**src/rtl/tinyqv_mem_pkg.sv**
```systemverilog
// tinyqv_mem_pkg
// Shared types and constants for the TinyQV memory arbiter.
//   arb_state_t  : arbiter FSM states
//   SIZE_*       : data_size encoding from the core (2'b11 also means word)
//   LEN_*        : nibble counts handed to the memory controller
//   size_to_len  : data_size -> nibble count
package tinyqv_mem_pkg;

  typedef enum logic [1:0] {
    ST_IDLE  = 2'd0,
    ST_FETCH = 2'd1,
    ST_DATA  = 2'd2
  } arb_state_t;

  localparam logic [1:0] SIZE_BYTE = 2'b00;
  localparam logic [1:0] SIZE_HALF = 2'b01;
  localparam logic [1:0] SIZE_WORD = 2'b10;

  localparam logic [3:0] LEN_BYTE  = 4'd2;
  localparam logic [3:0] LEN_HALF  = 4'd4;
  localparam logic [3:0] LEN_WORD  = 4'd8;
  localparam logic [3:0] LEN_FETCH = 4'd4;

  function automatic logic [3:0] size_to_len(input logic [1:0] size);
    case (size)
      SIZE_BYTE:        return LEN_BYTE;
      SIZE_HALF:        return LEN_HALF;
      SIZE_WORD, 2'b11: return LEN_WORD;
      default:          return LEN_WORD;
    endcase
  endfunction

endpackage

```
**src/rtl/tinyqv_mem_arbiter_if.sv**
```systemverilog
// tinyqv_mem_arbiter_if
// Nibble-serial memory controller port.
//   master : arbiter side (drives start/addr/write/len/wdata)
//   slave  : controller side (drives wnext/rdata/rvalid/busy/done)
interface tinyqv_mem_arbiter_if #(
  parameter int ADDR_BITS = 24
) ();
  logic                 mem_start;
  logic [ADDR_BITS-1:0] mem_addr;
  logic                 mem_write;
  logic [3:0]           mem_len;
  logic [3:0]           mem_wdata;
  logic                 mem_wnext;
  logic [3:0]           mem_rdata;
  logic                 mem_rvalid;
  logic                 mem_busy;
  logic                 mem_done;

  modport master (
    output mem_start, mem_addr, mem_write, mem_len, mem_wdata,
    input  mem_wnext, mem_rdata, mem_rvalid, mem_busy, mem_done
  );

  modport slave (
    input  mem_start, mem_addr, mem_write, mem_len, mem_wdata,
    output mem_wnext, mem_rdata, mem_rvalid, mem_busy, mem_done
  );
endinterface

```
**src/rtl/tinyqv_store_buffer.sv**
```systemverilog
// tinyqv_store_buffer
// 32-bit store data shift register.
//   clk, rstn  : clock, synchronous active-low reset
//   capture    : shift wdata_in in at the top (core streams store data)
//   drain      : shift right one nibble (controller consumed a nibble)
//   wdata_in   : core store nibble
//   len        : nibble count of the current store (2, 4 or 8)
//   wdata_out  : nibble currently offered to the controller
module tinyqv_store_buffer (
  input  logic       clk,
  input  logic       rstn,
  input  logic       capture,
  input  logic       drain,
  input  logic [3:0] wdata_in,
  input  logic [3:0] len,
  output logic [3:0] wdata_out
);

  logic [31:0] wbuf;
  logic [3:0]  first_nib;

  always_ff @(posedge clk) begin
    if (!rstn) begin
      wbuf <= '0;
    end else if (capture) begin
      wbuf <= {wdata_in, wbuf[31:4]};
    end else if (drain) begin
      wbuf <= {4'h0, wbuf[31:4]};
    end
  end

  // The most recent nibbles sit at the top, so a short store starts
  // (8 - len) nibbles up; draining moves the next nibble into that slot.
  assign first_nib = 4'd8 - len;
  assign wdata_out = wbuf[{first_nib[2:0], 2'b00} +: 4];

endmodule

```
**src/rtl/tinyqv_mem_arbiter.sv**
```systemverilog
// tinyqv_mem_arbiter
// Shares the nibble-serial memory controller between instruction fetch and
// the core load/store path. Pending data accesses win over fetches.
//   clk, rstn              : clock, synchronous active-low reset
//   instr_req/addr/flush   : fetch request (level), address, branch cancel
//   instr_rdata/valid      : fetched 16-bit parcel, one-cycle valid pulse
//   data_req/addr/write/size/wdata : core access pulse and store nibble stream
//   data_rdata/rvalid      : load nibbles straight from the controller
//   data_done/busy         : completion pulse, access pending/active
//   mem                    : controller port (master modport)
// Build option TINYQV_POSTED_STORE_EN: stores report data_done the cycle
// after data_req while the write drains in the background.
//
// state    | meaning
// ST_IDLE  | no transaction; choose data (pending or new) over fetch
// ST_FETCH | fetch transaction running, assembling instr parcel
// ST_DATA  | load/store transaction running
module tinyqv_mem_arbiter #(
  parameter int ADDR_BITS = 24
) (
  input  logic                 clk,
  input  logic                 rstn,
  input  logic                 instr_req,
  input  logic [ADDR_BITS-1:0] instr_addr,
  input  logic                 instr_flush,
  output logic [15:0]          instr_rdata,
  output logic                 instr_valid,
  input  logic                 data_req,
  input  logic [ADDR_BITS-1:0] data_addr,
  input  logic                 data_write,
  input  logic [1:0]           data_size,
  input  logic [3:0]           data_wdata,
  output logic [3:0]           data_rdata,
  output logic                 data_rvalid,
  output logic                 data_done,
  output logic                 data_busy,
  tinyqv_mem_arbiter_if.master mem
);
  import tinyqv_mem_pkg::*;

`ifdef TINYQV_POSTED_STORE_EN
  localparam bit POSTED_STORE = 1'b1;
`else
  localparam bit POSTED_STORE = 1'b0;
`endif

  arb_state_t           state, state_next;
  logic                 start_data, start_fetch;
  logic                 accept;
  logic                 data_pend, busy_q, fetch_discard;
  logic [ADDR_BITS-1:0] pend_addr;
  logic                 pend_write;
  logic [3:0]           pend_len;
  logic [15:0]          fetch_buf, fetch_next;
  logic [3:0]           sb_wdata;
  logic                 in_data;

  assign accept    = data_req && !busy_q;
  assign data_busy = busy_q;
  assign in_data   = (state == ST_DATA);

  always_ff @(posedge clk) begin
    if (!rstn) state <= ST_IDLE;
    else       state <= state_next;
  end

  always_comb begin
    state_next  = state;
    start_data  = 1'b0;
    start_fetch = 1'b0;
    case (state)
      ST_IDLE: begin
        if (!mem.mem_busy) begin
          if (data_pend || accept) begin
            start_data = 1'b1;
            state_next = ST_DATA;
          end else if (instr_req && !instr_flush && !instr_valid) begin
            // instr_req may still be high in the instr_valid cycle for the
            // parcel just delivered, so do not refetch it.
            start_fetch = 1'b1;
            state_next  = ST_FETCH;
          end
        end
      end
      ST_FETCH, ST_DATA: begin
        if (mem.mem_done) state_next = ST_IDLE;
      end
      default: state_next = ST_IDLE;
    endcase
  end

  assign fetch_next = mem.mem_rvalid ? {mem.mem_rdata, fetch_buf[15:4]} : fetch_buf;

  always_ff @(posedge clk) begin
    if (!rstn) begin
      mem.mem_start <= 1'b0;
      mem.mem_addr  <= '0;
      mem.mem_write <= 1'b0;
      mem.mem_len   <= 4'd0;
      data_pend     <= 1'b0;
      busy_q        <= 1'b0;
      pend_addr     <= '0;
      pend_write    <= 1'b0;
      pend_len      <= 4'd0;
      data_done     <= 1'b0;
      fetch_discard <= 1'b0;
      fetch_buf     <= 16'h0;
      instr_rdata   <= 16'h0;
      instr_valid   <= 1'b0;
    end else begin
      mem.mem_start <= start_data || start_fetch;
      data_done     <= 1'b0;
      instr_valid   <= 1'b0;

      if (start_data) begin
        mem.mem_addr  <= data_pend ? pend_addr  : data_addr;
        mem.mem_write <= data_pend ? pend_write : data_write;
        mem.mem_len   <= data_pend ? pend_len   : size_to_len(data_size);
      end else if (start_fetch) begin
        mem.mem_addr  <= instr_addr;
        mem.mem_write <= 1'b0;
        mem.mem_len   <= LEN_FETCH;
      end

      if (accept) begin
        pend_addr  <= data_addr;
        pend_write <= data_write;
        pend_len   <= size_to_len(data_size);
      end

      if (start_data)  data_pend <= 1'b0;
      else if (accept) data_pend <= 1'b1;

      if (accept)                      busy_q <= 1'b1;
      else if (in_data && mem.mem_done) busy_q <= 1'b0;

      if (POSTED_STORE && accept && data_write) data_done <= 1'b1;
      if (in_data && mem.mem_done && !(POSTED_STORE && mem.mem_write)) data_done <= 1'b1;

      if (state == ST_FETCH) begin
        fetch_buf <= fetch_next;
        if (instr_flush) fetch_discard <= 1'b1;
        if (mem.mem_done) begin
          fetch_discard <= 1'b0;
          if (!fetch_discard && !instr_flush) begin
            instr_rdata <= fetch_next;
            instr_valid <= 1'b1;
          end
        end
      end else begin
        fetch_discard <= 1'b0;
      end
    end
  end

  tinyqv_store_buffer u_store_buffer (
    .clk       (clk),
    .rstn      (rstn),
    .capture   (!busy_q),
    .drain     (in_data && mem.mem_write && mem.mem_wnext),
    .wdata_in  (data_wdata),
    .len       (mem.mem_len),
    .wdata_out (sb_wdata)
  );

  assign mem.mem_wdata = (in_data && mem.mem_write) ? sb_wdata : 4'h0;
  assign data_rvalid   = in_data && !mem.mem_write && mem.mem_rvalid;
  assign data_rdata    = data_rvalid ? mem.mem_rdata : 4'h0;

endmodule

```
**src/flat_wrapper.sv**
```systemverilog
// flat-port wrapper written by rule: the top's interface ports become plain ports
module tinyqv_mem_arbiter_flat import tinyqv_mem_pkg::*;
#(
  parameter int ADDR_BITS = 24
)
  (clk, rstn, instr_req, instr_addr, instr_flush, instr_rdata, instr_valid, data_req, data_addr, data_write, data_size, data_wdata, data_rdata, data_rvalid, data_done, data_busy, mem_mem_start, mem_mem_addr, mem_mem_write, mem_mem_len, mem_mem_wdata, mem_mem_wnext, mem_mem_rdata, mem_mem_rvalid, mem_mem_busy, mem_mem_done);
  tinyqv_mem_arbiter_if #(.ADDR_BITS(ADDR_BITS)) mem_i ();
  input  logic clk;
  input  logic rstn;
  input  logic instr_req;
  input  logic [ADDR_BITS-1:0] instr_addr;
  input  logic instr_flush;
  output logic [15:0] instr_rdata;
  output logic instr_valid;
  input  logic data_req;
  input  logic [ADDR_BITS-1:0] data_addr;
  input  logic data_write;
  input  logic [1:0] data_size;
  input  logic [3:0] data_wdata;
  output logic [3:0] data_rdata;
  output logic data_rvalid;
  output logic data_done;
  output logic data_busy;
  output wire logic [$bits(mem_i.mem_start)-1:0] mem_mem_start;
  output wire logic [$bits(mem_i.mem_addr)-1:0] mem_mem_addr;
  output wire logic [$bits(mem_i.mem_write)-1:0] mem_mem_write;
  output wire logic [$bits(mem_i.mem_len)-1:0] mem_mem_len;
  output wire logic [$bits(mem_i.mem_wdata)-1:0] mem_mem_wdata;
  input wire logic [$bits(mem_i.mem_wnext)-1:0] mem_mem_wnext;
  input wire logic [$bits(mem_i.mem_rdata)-1:0] mem_mem_rdata;
  input wire logic [$bits(mem_i.mem_rvalid)-1:0] mem_mem_rvalid;
  input wire logic [$bits(mem_i.mem_busy)-1:0] mem_mem_busy;
  input wire logic [$bits(mem_i.mem_done)-1:0] mem_mem_done;
  assign mem_mem_start = mem_i.mem_start;
  assign mem_mem_addr = mem_i.mem_addr;
  assign mem_mem_write = mem_i.mem_write;
  assign mem_mem_len = mem_i.mem_len;
  assign mem_mem_wdata = mem_i.mem_wdata;
  assign mem_i.mem_wnext = mem_mem_wnext;
  assign mem_i.mem_rdata = mem_mem_rdata;
  assign mem_i.mem_rvalid = mem_mem_rvalid;
  assign mem_i.mem_busy = mem_mem_busy;
  assign mem_i.mem_done = mem_mem_done;
  tinyqv_mem_arbiter #(.ADDR_BITS(ADDR_BITS)) u_core (.clk(clk), .rstn(rstn), .instr_req(instr_req), .instr_addr(instr_addr), .instr_flush(instr_flush), .instr_rdata(instr_rdata), .instr_valid(instr_valid), .data_req(data_req), .data_addr(data_addr), .data_write(data_write), .data_size(data_size), .data_wdata(data_wdata), .data_rdata(data_rdata), .data_rvalid(data_rvalid), .data_done(data_done), .data_busy(data_busy), .mem(mem_i));
endmodule
```
**config.mk**
```make
export PLATFORM = sky130hd
export DESIGN_NAME = tinyqv_mem_arbiter_flat
export DESIGN_NICKNAME = d
export VERILOG_FILES = /design/src/rtl/tinyqv_mem_pkg.sv /design/src/rtl/tinyqv_mem_arbiter_if.sv /design/src/rtl/tinyqv_store_buffer.sv /design/src/rtl/tinyqv_mem_arbiter.sv /design/src/flat_wrapper.sv
export SDC_FILE = /design/constraint.sdc
export NUM_CORES = 1
export LEC_CHECK = 0
export CORE_UTILIZATION = 37
export CTS_BUF_LIST = sky130_fd_sc_hd__clkbuf_16
export CTS_CLUSTER_SIZE = 25
export DETAILED_ROUTE_END_ITERATION = 12
export DONT_BUFFER_PORTS = 1
export GPL_TIMING_DRIVEN = 0
export PLACE_DENSITY = 0.48
export REMOVE_ABC_BUFFERS = 1
export SYNTH_ARGS = -nofsm -noshare
export SYNTH_HDL_FRONTEND = slang
export SYNTH_HIERARCHICAL = 1
export SYNTH_SLANG_ARGS = --single-unit
```
**constraint.sdc**
```tcl
create_clock -name clk -period 3.7 [get_ports clk]
set_clock_uncertainty 0.1 [all_clocks]
set_input_delay 0.74 -clock clk [delete_from_list [all_inputs] [get_ports clk]]
set_output_delay 0.74 -clock clk [all_outputs]
set_load 0.01 [all_outputs]
```
==> out/metrics.csv <==
stage,metric,value,unit
synthesis,synth_warnings,6,
sta,rsz0062_at_grt,false,
synthesis,synthCells,654,
routing,wire_per_inst,16.2,µm
sta,setup_viol,0,
pwr,ir_drop,0.421,mV
die,core_area,16000,µm²
global_routing,overflow,0,
sta,fmax,289,MHz
synthesis,yosys.area.top_type,dfxtp_1,
cts,post_cts_resized,1,
flow_run,maxCapViolations,0,
setup_path,worstPathMaxFanout,16,
sta,drv_slew,0,
setup_path,worstPathArrival,2.62,ns
layout,drive_above_1_share,15.6,%
layout,diodes,0,
sta,timing.final.ws_setup,0.242,ns
routing,drt-met1-wl,6250,µm
pwr,p_leak,2.56,nW
sta,slew_headroom,25.8,%
routing,drtIter0Drc,265,
routing,drc,0,
layout,area_growth_syn_to_layout,10.3,%
routing,dr_wl_met2,6500,µm
global_routing,grt_usage,16.6,%
die,num_rows,46,
synthesis,avgSynthCellArea,9.33,µm²
sta,setup_tns,0,ns
die,dieHeight,130,µm
sta,period_share,93.5,%
setup_path,path_class,reg2out,
routing,dr_wl_met3,822,µm
cts,clk_pin_slew,0.05,ns
place,dp_hpwl,8590,µm
sta,worst_slew_pin_slew,1.11,ns
hold_path,worstHoldPathType,in2reg,
layout,layout_commonest_cell,dfxtp_1,
global_routing,grt_pass1_vias,4281,
sta,hold_ws,0.307,ns
pwr,power_density,520,nW/µm²
routing,topRoutingLayerUsed,met4,
synthesis,synth_top_area_share,42.0,%
cts,cts_setup_buffers,0,
synthesis,synth_seq_cells,128,
layout,mostFrequentLayoutCells,"dfxtp_1 (128), nand2_1 (119), o21ai_0 (52)",
setup_path,required,2.86,ns
synthesis,synth_area,6100,µm²
sta,hold_viol_final,0,
place,place.gp.congestion,0.674,
run_status,status,finished clean,
cts,clk-insertion-delay-late,0.41,ns
synthesis,synth_cell_type_count,44,
routing,first_pass_iters,5,
global_routing,grt_pass1_wl,21800,µm
global_routing,antenna_found_initial,0,
setup_path,startpoint_type,flop,
cts,cts_tree,built,
routing,antenna_left,0,
synthesis,synth-seq-area-share,42.0,%
cts,numCtsBuffers,17,
cts,clockRootBuffer,clkbuf_16,
cts,clkSinkCount,128,
place,numPortBuffers,0,
layout,nets,689,
sta,layout_min_cycle_time,3.46,ns
routing,vias,4531,
routing,wirelength,13700,µm
setup_path,endpoint_kind,output pin,
die,fp.dieArea,17000,µm²
die,initial_core_util,38.1,%
global_routing,grt_max_degree,124,
cts,htreeDepth,4,
cts,clk_path_buf_depth,2,
die,pin_count,126,
die,die_w,130,µm
routing,via_per_inst,5.36,
place,post-place-ws,0.410,ns
cts,cts_hold_buf,0,
layout,postLayoutCoreUtil,42.1,%
synthesis,synth_area_leaders,"dfxtp_1 (42%), nand2_1 (7.3%), or3b_1 (4.6%)",
-- power breakdown --
part / switching, mW / leakage [nW] / total (mW) / internal, mW
clock: 0.607 / 0.304 / 1.72 / 1.11
combinational: 0.168 / 1.22 / 0.289 / 0.122
sequential: 0.0550 / 1.04 / 1.49 / 1.44
total: 0.830 / 2.56 / 3.50 / 2.67
-- metrics by stage --
step	total power [mW]	cells	cell area, µm²
2_1_floorplan	1.72	594	5760
3_3_place_gp	1.79	810	6030
3_5_place_dp	1.81	814	6130
4_1_cts	3.56	846	6730
5_1_grt	3.65	846	6730
6_report	3.50	846	6730
-- state kept, by name (all words and copies together) (netlist names), 2 cells and up --
| name | count |
|---|---|
| u_core/mem.mem_len | 3 |
| u_core/instr_rdata | 16 |
| u_core/pend_len | 3 |
| u_core/u_store_buffer/wbuf | 32 |
| u_core/fetch_buf | 16 |
| u_core/pend_addr | 24 |
| u_core/state | 2 |
| u_core/mem.mem_addr | 24 |
-- area by class of cell --
class,count,area [µm²]
well taps,216,270
fillers,1592,9270
flip-flops and latches,128,2560
clock buffers,17,425
multi-input cells,459,3180
inverters,7,26.3
clock inverters,15,176
repair buffers,4,90.1
-- synth_stat cells (all sizes together) --
cell and number:
nand2 137, dfxtp 128, o21ai 58, a21boi 44
a21oi 35, buf 33, or3b 32, clkbuf 28
a311oi 24, a31o 24, mux2 18, o211a 17
mux2i 16, and2 9, and3 8, inv 6
nor2 5, ha 4, mux4 4, nand3 4
nor2b 4, nor3 4, nand2b 3, a21o 1
a2bb2oi 1, clkinv 1, conb 1, nor3b 1
o221a 1, o2bb2ai 1, o31ai 1, xor2 1
-- worst paths after layout --
check / depth (start not counted) / slack (ns) / to / from
setup / recovery: 5 / 0.24 / mem_mem_wdata[0] / u_core/mem.mem_len[1]
hold / removal: 1 / 0.31 / u_core/fetch_discard / mem_mem_done
setup reg to reg: 7 / 1.12 / u_core/mem.mem_addr[10] / u_core/data_busy
hold reg to reg: 2 / 0.35 / u_core/pend_addr[4] / u_core/pend_addr[4]
-- logic make-up after synthesis --
family | count (synthesis) | synth area share, %
mux | 38 | 8.04
other cells | 1 | 0.0614
xor+xnor | 1 | 0.144
buf+inv | 68 | 6.13
compound gates | 207 | 25.4
simple gates | 207 | 17.4
flops | 128 | 42.0
fa+ha+maj | 4 | 0.820
-- metal layers --
layer	up-vias	track usage, %
li1	2264	-
met5	-	0
met2	97	27.7
met3	11	5.46
met4	0	5.68
met1	2159	20.1
-- critical path, stage by stage, from the launching register on --
cell and delay, ns:
dfxtp_1 0.43, inv_1 0.07, ha_2 0.64, mux2_2 0.40
mux4_2 0.45, and3_1 0.22
(Power assumes the default switching activity.)
